==> config.mk <==
export PLATFORM = sky130hd
export DESIGN_NAME = tmds_decoder_flat
export DESIGN_NICKNAME = d
export VERILOG_FILES = /design/src/rtl/tmds_decoder_if.sv /design/src/rtl/tmds_decoder.sv /design/src/flat_wrapper.sv
export SDC_FILE = /design/constraint.sdc
export NUM_CORES = 1
export LEC_CHECK = 0
export ABC_AREA = 1
export BUFFER_PORTS_ARGS = -buffer_cell sky130_fd_sc_hd__buf_2
export CAP_MARGIN = 10
export CORE_ASPECT_RATIO = 0.9
export CORE_MARGIN = 8
export CORE_UTILIZATION = 45
export CTS_BUF_LIST = sky130_fd_sc_hd__clkbuf_8
export DETAILED_ROUTE_END_ITERATION = 10
export PLACE_DENSITY_LB_ADDON = 0.3
export SLEW_MARGIN = 10
export SYNTH_ARGS = -nofsm -noshare
export SYNTH_HDL_FRONTEND = slang
export SYNTH_SLANG_ARGS = --single-unit
==> constraint.sdc <==
create_clock -name clk_pixel -period 2 [get_ports clk_pixel]
set_input_delay 0.1 -clock clk_pixel [delete_from_list [all_inputs] [get_ports clk_pixel]]
set_output_delay 0.1 -clock clk_pixel [all_outputs]
set_load 0.02 [all_outputs]
==> src/rtl/tmds_decoder_if.sv <==
// Symbol-in / decoded-out bundle of the TMDS channel decoder.
// master drives symbols and observes results; slave is the decoder itself.
interface tmds_decoder_if;
  logic [9:0] in_symbol;
  logic [7:0] out_data;
  logic [1:0] out_c;
  logic       out_blank;
  logic       out_locked;
  logic       out_bitslip;

  modport master (
    output in_symbol,
    input  out_data, out_c, out_blank, out_locked, out_bitslip
  );

  modport slave (
    input  in_symbol,
    output out_data, out_c, out_blank, out_locked, out_bitslip
  );
endinterface

==> src/rtl/tmds_decoder.sv <==
// TMDS channel decoder: two-stage symbol decode plus a word-alignment FSM
// that qualifies control periods and requests bitslips until lock is found.
module tmds_decoder #(
  parameter int C_min_run       = 12,
  parameter int C_lock_runs     = 4,
  parameter int C_search_window = 4096,
  parameter int C_slip_settle   = 16
) (
  input  logic           clk_pixel,
  input  logic           reset,
  tmds_decoder_if.slave  bus
);

  localparam int C_run_w  = $clog2(C_min_run + 1);
  localparam int C_win_w  = $clog2(C_search_window) + 1;
  localparam int C_good_w = $clog2(C_lock_runs) + 1;

  typedef enum logic [1:0] {
    SEARCH = 2'd0,
    SLIP   = 2'd1,
    SETTLE = 2'd2,
    LOCKED = 2'd3
  } state_t;

  state_t              state_r;
  state_t              state_next_s;
  logic [9:0]          sym_r;
  logic [C_run_w-1:0]  run_cnt_r;
  logic [C_win_w-1:0]  win_cnt_r;
  logic [C_win_w-1:0]  win_next_s;
  logic [C_good_w-1:0] good_cnt_r;
  logic                is_ctrl_s;
  logic [1:0]          ctrl_val_s;
  logic                qualified_s;
  logic                win_expire_s;
  logic                settle_done_s;
  logic [7:0]          out_data_r;
  logic [1:0]          out_c_r;
  logic                out_blank_r;
  logic                out_locked_r;
  logic                out_bitslip_r;

  function automatic logic [7:0] decode_data(input logic [9:0] sym);
    logic [7:0] d;
    logic [7:0] q;
    d    = sym[9] ? ~sym[7:0] : sym[7:0];
    q    = 8'h00;
    q[0] = d[0];
    for (int i = 1; i < 8; i++) begin
      q[i] = sym[8] ? (d[i] ^ d[i-1]) : ~(d[i] ^ d[i-1]);
    end
    return q;
  endfunction

  // Input symbol capture stage
  always_ff @(posedge clk_pixel or posedge reset) begin
    if (reset) begin
      sym_r <= 10'h000;
    end else begin
      sym_r <= bus.in_symbol;
    end
  end

  // Control token classification
  always_comb begin
    is_ctrl_s  = 1'b1;
    ctrl_val_s = 2'b00;
    case (sym_r)
      10'h354: ctrl_val_s = 2'b00;
      10'h0AB: ctrl_val_s = 2'b01;
      10'h154: ctrl_val_s = 2'b10;
      10'h2AB: ctrl_val_s = 2'b11;
      default: begin
        is_ctrl_s  = 1'b0;
        ctrl_val_s = 2'b00;
      end
    endcase
  end

  // Decoded output stage; out_c only moves on control tokens
  always_ff @(posedge clk_pixel or posedge reset) begin
    if (reset) begin
      out_data_r  <= 8'h00;
      out_c_r     <= 2'b00;
      out_blank_r <= 1'b1;
    end else begin
      out_blank_r <= is_ctrl_s;
      if (is_ctrl_s) begin
        out_data_r <= 8'h00;
        out_c_r    <= ctrl_val_s;
      end else begin
        out_data_r <= decode_data(sym_r);
        out_c_r    <= out_c_r;
      end
    end
  end

  // Run qualification and window timing; the window counter also times SETTLE
  always_comb begin
    win_next_s    = win_cnt_r + C_win_w'(1);
    win_expire_s  = (win_next_s == C_win_w'(C_search_window));
    settle_done_s = (win_next_s == C_win_w'(C_slip_settle));
    qualified_s   = 1'b0;
    if (is_ctrl_s && (state_r != SETTLE) && (run_cnt_r == C_run_w'(C_min_run - 1))) begin
      qualified_s = 1'b1;
    end else begin
      qualified_s = 1'b0;
    end
  end

  // Alignment FSM next state; a qualified run takes priority over expiry
  always_comb begin
    state_next_s = state_r;
    case (state_r)
      SEARCH: begin
        if (qualified_s) begin
          if (good_cnt_r == C_good_w'(C_lock_runs - 1)) begin
            state_next_s = LOCKED;
          end else begin
            state_next_s = SEARCH;
          end
        end else if (win_expire_s) begin
          state_next_s = SLIP;
        end else begin
          state_next_s = SEARCH;
        end
      end
      SLIP:   state_next_s = SETTLE;
      SETTLE: begin
        if (settle_done_s) begin
          state_next_s = SEARCH;
        end else begin
          state_next_s = SETTLE;
        end
      end
      LOCKED: begin
        if (qualified_s) begin
          state_next_s = LOCKED;
        end else if (win_expire_s) begin
          state_next_s = SEARCH;
        end else begin
          state_next_s = LOCKED;
        end
      end
      default: state_next_s = SEARCH;
    endcase
  end

  // Run, window and good-run counters
  always_ff @(posedge clk_pixel or posedge reset) begin
    if (reset) begin
      run_cnt_r  <= '0;
      win_cnt_r  <= '0;
      good_cnt_r <= '0;
    end else begin
      if ((state_r == SETTLE) || !is_ctrl_s) begin
        run_cnt_r <= '0;
      end else if (run_cnt_r != C_run_w'(C_min_run)) begin
        run_cnt_r <= run_cnt_r + C_run_w'(1);
      end else begin
        run_cnt_r <= run_cnt_r;
      end

      if ((state_next_s != state_r) || qualified_s) begin
        win_cnt_r <= '0;
      end else begin
        win_cnt_r <= win_next_s;
      end

      if ((state_next_s != state_r) || (win_expire_s && !qualified_s)) begin
        good_cnt_r <= '0;
      end else if (qualified_s && (state_r == SEARCH)) begin
        good_cnt_r <= good_cnt_r + C_good_w'(1);
      end else begin
        good_cnt_r <= good_cnt_r;
      end
    end
  end

  // State register with status outputs that track the state exactly
  always_ff @(posedge clk_pixel or posedge reset) begin
    if (reset) begin
      state_r       <= SEARCH;
      out_locked_r  <= 1'b0;
      out_bitslip_r <= 1'b0;
    end else begin
      state_r       <= state_next_s;
      out_locked_r  <= (state_next_s == LOCKED);
      out_bitslip_r <= (state_next_s == SLIP);
    end
  end

  assign bus.out_data    = out_data_r;
  assign bus.out_c       = out_c_r;
  assign bus.out_blank   = out_blank_r;
  assign bus.out_locked  = out_locked_r;
  assign bus.out_bitslip = out_bitslip_r;

endmodule
==> src/flat_wrapper.sv <==
// flat-port wrapper written by rule: the top's interface ports become plain ports
module tmds_decoder_flat 
#(
  parameter int C_min_run       = 12,
  parameter int C_lock_runs     = 4,
  parameter int C_search_window = 4096,
  parameter int C_slip_settle   = 16
)
  (clk_pixel, reset, bus_in_symbol, bus_out_data, bus_out_c, bus_out_blank, bus_out_locked, bus_out_bitslip);
  tmds_decoder_if bus_i ();
  input  logic clk_pixel;
  input  logic reset;
  input wire logic [$bits(bus_i.in_symbol)-1:0] bus_in_symbol;
  output wire logic [$bits(bus_i.out_data)-1:0] bus_out_data;
  output wire logic [$bits(bus_i.out_c)-1:0] bus_out_c;
  output wire logic [$bits(bus_i.out_blank)-1:0] bus_out_blank;
  output wire logic [$bits(bus_i.out_locked)-1:0] bus_out_locked;
  output wire logic [$bits(bus_i.out_bitslip)-1:0] bus_out_bitslip;
  assign bus_i.in_symbol = bus_in_symbol;
  assign bus_out_data = bus_i.out_data;
  assign bus_out_c = bus_i.out_c;
  assign bus_out_blank = bus_i.out_blank;
  assign bus_out_locked = bus_i.out_locked;
  assign bus_out_bitslip = bus_i.out_bitslip;
  tmds_decoder #(.C_min_run(C_min_run), .C_lock_runs(C_lock_runs), .C_search_window(C_search_window), .C_slip_settle(C_slip_settle)) u_core (.clk_pixel(clk_pixel), .reset(reset), .bus(bus_i));
endmodule
==> flow_summary.json <==
{
  "gp_congestion": 0.7951,
  "path_buf_inv": 3,
  "ios": 25,
  "synth_edf_count": 0,
  "regArea_um2": 1130,
  "rsz0062_at_grt": "true",
  "final_nets": 333,
  "numPortBuffers": 24,
  "yosys_most_used_dff": "dfrtp_1",
  "slowest_stage": "dfrtp_1",
  "power_density_nw_per_um2": 608.4,
  "p_leak_nw": 1.492,
  "finalHoldWorstSlack_ns": 0.3928,
  "cp.required_ns": 2.24,
  "fin_util": 0.6119,
  "slew_viol_final": 0,
  "core-area_um2": 4865,
  "cts_max_path_buffers": 2,
  "fin_crit_ns": 2.018,
  "cts_root_buf": "clkbuf_8",
  "vias_per_cell": 4.547,
  "synth_mux_area_frac": 0.004374,
  "placedInstanceArea_um2": 2586,
  "timing.critical_path.mode_cell": "nand2_2",
  "clk_pin_slew_ns": 0.09,
  "hold_violations": 0,
  "synthArstFlopShare": 1.000,
  "die_x_um": 91.17,
  "first_iter_violations": 64,
  "cts_buffers": 5,
  "grt_use_total": 0.1286,
  "design_area_um2": 2977,
  "slew_headroom": 0.4499,
  "violations": "negative setup slack",
  "synth_fa_ha_area_frac": 0.03827,
  "cts_num_sinks": 45,
  "hpwl_um": 3225,
  "seq_area_frac_synth": 0.4926,
  "fillers": 423,
  "dieArea_um2": 7626,
  "final_cells": 380,
  "synth.top_cell.area_share": 0.4811,
  "synth_fp_nets": 277,
  "worstSetupEndpointType": "register",
  "grt_pass1_vias": 1798,
  "crit_arrival_ns": 2.26,
  "routedWlPerCell_um": 11.89,
  "synth_common_cells": "nand2_1, dfrtp_1, inv_1",
  "ant_nets": 0,
  "synth_top_family_by_area": "simple AND/OR/NAND/NOR gates",
  "drive_gt1_frac": 0.3429,
  "syn_avg_cell_area_um2": 8.870,
  "setup-violations-final": 3,
  "drv_cap": 0,
  "synth_warnings": 0,
  "dp_cells": 358,
  "wl_um": 4518,
  "synth_cell_types": 30,
  "syn_to_final_growth_pct": 30.07,
  "synth_compound_area_frac": 0.03280,
  "antenna_found_initial": 0,
  "grt-ovfl-total": 0,
  "route.detailed.drc": 0,
  "hp-class": "input pin to asynchronous set/reset pin",
  "dr.pass1.iters": 4,
  "synth_seq_cells": 45,
  "yosysMostFrequentCell": "nand2_1",
  "crit_path_max_fanout": 6,
  "max-vdd-ir-drop_v": 0.0003632,
  "die_y_um": 83.65,
  "cp_cell_sequence": "inv_1, ha_1, nand2_1, nor2_2, nand2_2, nand2_2, nand4_1, nand2_1, inv_1, nand3_4, nand2_2, a21oi_4, nand3_4, clkbuf_16, nor2_4",
  "grt_max_degree": 24,
  "grt_pass1_wl_um": 8059,
  "critPathMaxStageDelay_ns": 0.41,
  "yosys.area_share.simple": 0.2931,
  "clk_latency_ns": 0.30,
  "cts_max_level": 2,
  "syn_inst": 258,
  "status": "complete, but fails checks",
  "fp-row-count": 24,
  "synth_xor_area_frac": 0.05741,
  "worst_setup_path_start_kind": "register",
  "antenna_cells": 0,
  "multiInputGateArea_um2": 1099,
  "crit_type": "register to register",
  "tightest_slew_ns": 0.8201,
  "setup_slack_ns": -0.01821,
  "start_util": 0.4704,
  "fin_crit_sh": 1.009,
  "vias": 1728,
  "syn_area_um2": 2288,
  "yosys.area.top_type": "dfrtp_1",
  "synthTopCellsByArea": "dfrtp_1, nand2_1, inv_1",
  "cts_tree": "yes",
  "fmax_mhz": 495.5,
  "path_delay_family": "simple AND/OR/NAND/NOR gates",
  "finClkSkew_ns": 0.01019
}
per-stage QoR:
step | power [mW] | setup WS [ns] | setup TNS (ns)
global placement | 1.124 | 0.03673 | 0
detailed placement | 1.127 | -0.05114 | -0.5720
floorplan | 1.071 | 0.06270 | 0
global route | 1.887 | -0.2093 | -3.135
finish | 1.811 | -0.01821 | -0.02085
CTS | 1.841 | -0.009353 | -0.03881
cells by family after synthesis:
| logic type | count (synthesis) |
|---|---|
| muxes | 1 |
| adders and majority gates | 7 |
| AOI/OAI and AO/OA | 11 |
| xor gates and xnor gates | 15 |
| and+or+nand+nor | 136 |
| buffers and inverters | 43 |
| DFF | 45 |
sequential cells by signal (all words and copies together), names as in the netlist:
name,cells
u_core.win_cnt_r,13
u_core.bus.out_c,2
u_core.bus.out_blank,1
u_core.state_r,2
u_core.bus.out_locked,1
u_core.good_cnt_r,3
u_core.run_cnt_r,4
u_core.bus.out_bitslip,1
u_core.bus.out_data,8
u_core.sym_r,10
cell usage in the layout (no fill, tap or decap), drive strengths merged, types with 2 or more instances in the layout:
cell,n
nand2,64
nor2,46
dfrtp,44
buf,40
inv,39
nand3,17
dlygate4sd3,11
xor2,10
ha,7
clkbuf,6
xnor2,5
nand4,4
a21oi,4
clkinv,3
o21ai,3
nor3,2
path summary, 6_finish.rpt:
kind                                                       from                               end  slack, ns  cells past startpoint
worst min-delay path                                      reset  u_core.bus.out_data[1]$_DFF_PP0_       0.39                      3
worst min register to register  u_core.bus.out_c[0]$_DFFE_PP0N_   u_core.bus.out_c[0]$_DFFE_PP0N_       0.49                      2
worst max-delay path                  u_core.sym_r[6]$_DFF_PP0_    u_core.win_cnt_r[11]$_DFF_PP0_      -0.02                     15
max in group asynchronous                                 reset       u_core.state_r[0]$_DFF_PP0_       1.07                      4
worst max register to register        u_core.sym_r[6]$_DFF_PP0_    u_core.win_cnt_r[11]$_DFF_PP0_      -0.02                     15
min in group clk_pixel                         bus_in_symbol[5]         u_core.sym_r[5]$_DFF_PP0_       0.43                      2
final cells by class:
cell class / instances / share of cell area
flip-flops and latches: 45 / 0.3796
multi-input cells: 170 / 0.3691
repair buffers: 52 / 0.1345
inverters: 40 / 0.05170
well taps: 65 / 0.02732
clock buffers: 5 / 0.02312
clock inverters: 3 / 0.01471
timing repair:
| action | in CTS | in global routing |
|---|---|---|
| endpoints found under the setup margin | 14 | 19 |
| resized for setup | 4 | 29 |
| buffers inserted | 1 | 1 |
| hold endpoints to repair | 31 | 0 |
| pin swaps | 3 | 11 |
| hold buffers | 11 | 0 |
| cloned | 0 | 1 |
report_power, final:
group / total (mW) / internal [mW] / switching (mW)
logic: 0.161 / 0.0664 / 0.0947
registers: 0.962 / 0.944 / 0.0174
clock network: 0.688 / 0.374 / 0.314
worst min-delay path: cells and delay by family:
family                 cells  cell delay [ns]
buffers and inverters      3             1.08
layer usage:
| metal | vias up | track usage | part of all wire |
|---|---|---|---|
| li1 | 898 | - | - |
| met1 | 809 | 0.1624 | 0.47 |
| met2 | 15 | 0.2055 | 0.48 |
| met3 | 6 | 0.02698 | 0.033 |
| met4 | 0 | 0.05795 | 0.013 |
| met5 | - | 0 | 0 |
Power figures use the tool's default switching activity.
